**config.mk**
```make
export PLATFORM = sky130hd
export DESIGN_NAME = d_sc_param_lfs_divider_seq
export DESIGN_NICKNAME = d
export VERILOG_FILES = /design/src/rtl/d_sc_param_lfs_divider_seq.sv
export SDC_FILE = /design/constraint.sdc
export NUM_CORES = 1
export LEC_CHECK = 0
export ABC_AREA = 1
export CAP_MARGIN = 0
export CORE_MARGIN = 2
export CORE_UTILIZATION = 50
export DETAILED_ROUTE_END_ITERATION = 8
export HOLD_SLACK_MARGIN = 0.1
export PLACE_DENSITY_LB_ADDON = 0.08
export SKIP_LAST_GASP = 1
export SLEW_MARGIN = 15
export SYNTH_ARGS = -nofsm -noshare
export SYNTH_HDL_FRONTEND = slang
export SYNTH_SLANG_ARGS = --single-unit
```
**constraint.sdc**
```tcl
create_clock -name i_clk -period 3.89 [get_ports i_clk]
set_input_delay 0.778 -clock i_clk [delete_from_list [all_inputs] [get_ports i_clk]]
set_output_delay 0.778 -clock i_clk [all_outputs]
set_load 0.03 [all_outputs]
```
**src/rtl/d_sc_param_lfs_divider_seq.sv**
```systemverilog
// Sequential parallel GF(2) polynomial divider: folds P_LVL message bits per beat into a
// GF_ORDER-bit remainder and reports the remainder after CW_BEATS accepted beats.
module d_sc_param_lfs_divider_seq #(
    parameter int unsigned       GF_ORDER = 12,
    parameter int unsigned       P_LVL    = 8,
    parameter logic [GF_ORDER:0] POLY     = 13'h1053,
    parameter int unsigned       CW_BEATS = 256
) (
    input  logic                i_clk,
    input  logic                i_RESET,
    input  logic                i_start,
    input  logic                i_msg_valid,
    input  logic [P_LVL-1:0]    i_message,
    output logic                o_busy,
    output logic [GF_ORDER-1:0] o_remainder,
    output logic                o_rem_valid,
    output logic                o_rem_nonzero,
    output logic                o_err
);

    localparam int unsigned      CNT_W    = $clog2(CW_BEATS + 1);
    localparam logic [CNT_W-1:0] LAST_CNT = CNT_W'(CW_BEATS - 1);

    typedef enum logic [0:0] {StIdle, StRun} state_e;

    state_e              state_q, state_d;
    logic [CNT_W-1:0]    cnt_q, cnt_d;
    logic [GF_ORDER-1:0] r_q, r_d;
    logic [GF_ORDER-1:0] rem_q, rem_d;
    logic                nz_q, nz_d;
    logic                valid_q, valid_d;
    logic                err_q, err_d;

    logic [GF_ORDER-1:0] r_step;
    logic [P_LVL-1:0]    msg_sh;
    logic                fb;
    logic [CNT_W-1:0]    cnt_base;
    logic                accept;

    // A start restarts the accumulator from zero, so the same-cycle beat folds into 0.
    always_comb begin
        r_step = i_start ? '0 : r_q;
        msg_sh = i_message;
        fb     = 1'b0;
        for (int i = 0; i < int'(P_LVL); i++) begin
            fb     = r_step[GF_ORDER-1];
            r_step = {r_step[GF_ORDER-2:0], msg_sh[P_LVL-1]} ^ (fb ? POLY[GF_ORDER-1:0] : '0);
            msg_sh = msg_sh << 1;
        end
    end

    always_comb begin
        state_d  = state_q;
        cnt_d    = cnt_q;
        r_d      = r_q;
        rem_d    = rem_q;
        nz_d     = nz_q;
        valid_d  = 1'b0;
        err_d    = 1'b0;
        cnt_base = i_start ? '0 : cnt_q;
        accept   = i_msg_valid && (i_start || (state_q == StRun));

        if (accept) begin
            if (cnt_base == LAST_CNT) begin
                state_d = StIdle;
                cnt_d   = '0;
                rem_d   = r_step;
                nz_d    = |r_step;
                valid_d = 1'b1;
            end else begin
                state_d = StRun;
                cnt_d   = cnt_base + CNT_W'(1);
                r_d     = r_step;
            end
        end else if (i_start) begin
            state_d = StRun;
            cnt_d   = '0;
            r_d     = '0;
        end else if (i_msg_valid) begin
            // Beat arrived with no open frame: drop it and flag the violation.
            err_d = 1'b1;
        end
    end

    always_ff @(posedge i_clk) begin
        if (i_RESET) begin
            state_q <= StIdle;
            cnt_q   <= '0;
            r_q     <= '0;
            rem_q   <= '0;
            nz_q    <= 1'b0;
            valid_q <= 1'b0;
            err_q   <= 1'b0;
        end else begin
            state_q <= state_d;
            cnt_q   <= cnt_d;
            r_q     <= r_d;
            rem_q   <= rem_d;
            nz_q    <= nz_d;
            valid_q <= valid_d;
            err_q   <= err_d;
        end
    end

    assign o_busy        = (state_q == StRun);
    assign o_remainder   = rem_q;
    assign o_rem_valid   = valid_q;
    assign o_rem_nonzero = nz_q;
    assign o_err         = err_q;

endmodule

```
==> summary.txt <==
Clocking
  – Clock Path Buffers: 2
  – Sink Count: 37
  – Post-CTS Setup Bufs: 0
  – Later-pin clock latency in the skew report: 0.29 ns
  – # resized after CTS: 0
  – CTS tree: done
  – Root Driver: clkbuf_8
  – H-Tree Depth: 2
  – Hold-fix buffers, CTS: 0
  – Cts bufs inserted: 5
  – Worst-path clk slew: 0.08 ns

Global routing
  – GR Overflow Total: 0
  – Vias in the first global route: 1887
  – Initial antenna violation count: 0
  – Largest net degree at the start of global routing: 34
  – Total GRT Usage: 25.2%
  – First-pass GRT wire length: 8600 um

Routing
  – Via-per-instance ratio: 5.15
  – Pre-antenna DRT Iters: 4
  – Routed vias: 2072
  – Detailed router's first-iteration violation count: 132
  – # DRC: 0
  – Drt wl/cell: 13.1 um
  – Antenna-violating nets left: 0
  – Aggregate routed wire length: 5270 um

Timing
  – Slew headroom: 65.2%
  – Hold Worst Slack: 0.463 ns
  – Final Critical Period: 2.91 ns
  – Unrepaired setup endpoints after global routing: false
  – Setup violators final: 0
  – Fin Setup TNS: 0 ns
  – Fin crit share: 74.9%
  – Setup Skew: 0.00651 ns
  – Max Slew Vio Count: 0
  – Fmax: 0.343 GHz
  – Slew @ Worst Pin: 0.520 ns
  – Final Hold Vio Count: 0

Power
  – Tot Pwr: 0.868 mW
  – Peak supply drop: 0.307 mV
  – PwrDens: 349 mW/mm^2
  – Pleak: 1.11 nW

Synthesis
  – Async SR Flop Fraction: 0%
  – Leading area contributor after synthesis: dfxtp_1
  – Most instantiated cells after synthesis: nand2_1 (116), dfxtp_1 (37), inv_1 (37), nand3_1 (33), nor2_1 (24)
  – Yosys cell types: 30
  – Mapped Nets: 339
  – Seq cells post-synth: 37
  – EDFF count, synth: 0
  – Area contributors post-synth: dfxtp_1 (35%), nand2_1 (21%), nand3_1 (7.9%), inv_1 (6.6%), nor2_1 (4.3%)
  – Mapped Area: 0.00210 sq mm
  – Sequential-to-total area share from yosys stat: 35.3%
  – Syn Inst Count: 326
  – Most frequent cell after synthesis: nand2_1
  – Top FF cell, synth: dfxtp_1
  – Avg Inst Size Synth: 6.43 sq um
  – Yosys warns: 0
  – Share of the synthesized area in the top cell type: 35.3%

Die
  – Die width: 68.8 um
  – I/O pins: 28
  – Die height: 68.8 um
  – CORE AREA: 0.00403 sq mm
  – DIE AREA: 0.00473 sq mm
  – Row count: 23
  – Starting density of the core: 52.0%

Place
  – I/O Buffers: 27
  – Gpl congestion: 0.902
  – Post-DP Area: 0.00238 sq mm
  – Hpwl dp: 3990 um

Setup path
  – R2r setup slk: 2.08 ns
  – WP data required: 4.08 ns
  – Crit. End Element: flop
  – Worst Path Arrival: 3.10 ns
  – CP peak stage delay: 0.67 ns
  – Max FO, Critical Path: 33
  – Worst path slowest cell: clkdlybuf4s50_1
  – Cell mode on critical path: inv_2
  – Startpoint types: primary input
  – Worst-path cell chain: clkdlybuf4s50_1 -> inv_2 -> nand2_1 -> nor2_4 -> nand4_4 -> nand2_4 -> inv_2 -> a22o_1
  – Crit Path Category: primary input to flop
  – R2R depth: 9

Finish
  – Inserted Diodes: 0
  – Area Overhead vs Synth: 18.8%
  – Layout Utilization: 61.8%
  – # nets final: 364
  – Final instance area: 0.00249 sq mm
  – Share of layout cells above drive strength 1: 5.97%

Hold path
  – Hold Path Depth: 2
  – Min-delay worst type: flop to flop

Status
  – Outcome: complete, no violations

Run
  – Max-cap violations: 0
==> area by class of cell <==
cell class | instances | area, sq um
tap | 50 | 62.6
timing repair buffer | 27 | 270
clock inverter | 3 | 43.8
clock buffer | 5 | 68.8
fill | 379 | 1540
sequential | 37 | 741
multi-input combinational | 239 | 1150
inverter | 41 | 156
==> layer usage <==
layer	track usage (%)	up-vias	share of wire, %
met5	0	-	0
met4	12.3	0	3.1
met3	5.84	12	4.6
met2	41.6	46	46
met1	30.7	915	46
li1	-	1099	-
==> stage by stage <==
step                      cells  setup slack, ns
final                       402            0.978
after CTS                   402            0.977
after global routing        402            0.779
after detailed placement    394            0.654
after global placement      394            0.750
after floorplan             326             1.60
==> cell usage in the layout (no fill, tap or decap), drive strengths merged <==
master / instances
o22ai: 6
clkbuf: 5
nand4: 4
nor4: 1
a21oi: 6
clkinv: 2
dfxtp: 37
bufinv: 1
a22o: 5
clkdlybuf4s50: 27
nor3: 1
nor2: 30
xor2: 1
nand2: 118
nand3: 33
nand3b: 4
nor3b: 2
o21ai: 25
inv: 41
ha: 1
o31ai: 1
o21a: 1
==> final timing paths <==
check | from | to
max | i_start | o_remainder[6]
min | o_remainder[8] | o_remainder[8]
max reg2reg | cnt_q[1] | o_remainder[6]
min reg2reg | o_remainder[8] | o_remainder[8]
==> worst max-delay path, delay by kind of cell <==
| kind | cells | cell delay, ns |
|---|---|---|
| buffers and inverters | 3 | 1.36 |
| AO/OA/AOI/OAI | 1 | 0.21 |
| AND/OR/NAND/NOR | 4 | 0.74 |
==> logic make-up after synthesis <==
kind of cell	synth area share (%)
adder cells (fa/ha/maj)	0.597
AND/OR/NAND/NOR	41.8
XOR/XNOR	0.418
flip-flops	35.3
AO/OA/AOI/OAI	12.0
buffers and inverters	9.90
==> power breakdown <==
| group | switching, mW | internal, mW | total, mW |
|---|---|---|---|
| combinational | 0.0891 | 0.0437 | 0.133 |
| clock | 0.147 | 0.192 | 0.339 |
| sequential | 0.00798 | 0.388 | 0.396 |
==> flip-flops by register name, indices dropped and copies added, names as in the netlist <==
name,count
o_rem_valid,1
o_remainder,12
o_rem_nonzero,1
o_busy,1
cnt_q,9
r_q,12
o_err,1
Note: power is estimated with default switching activity, not from simulation.
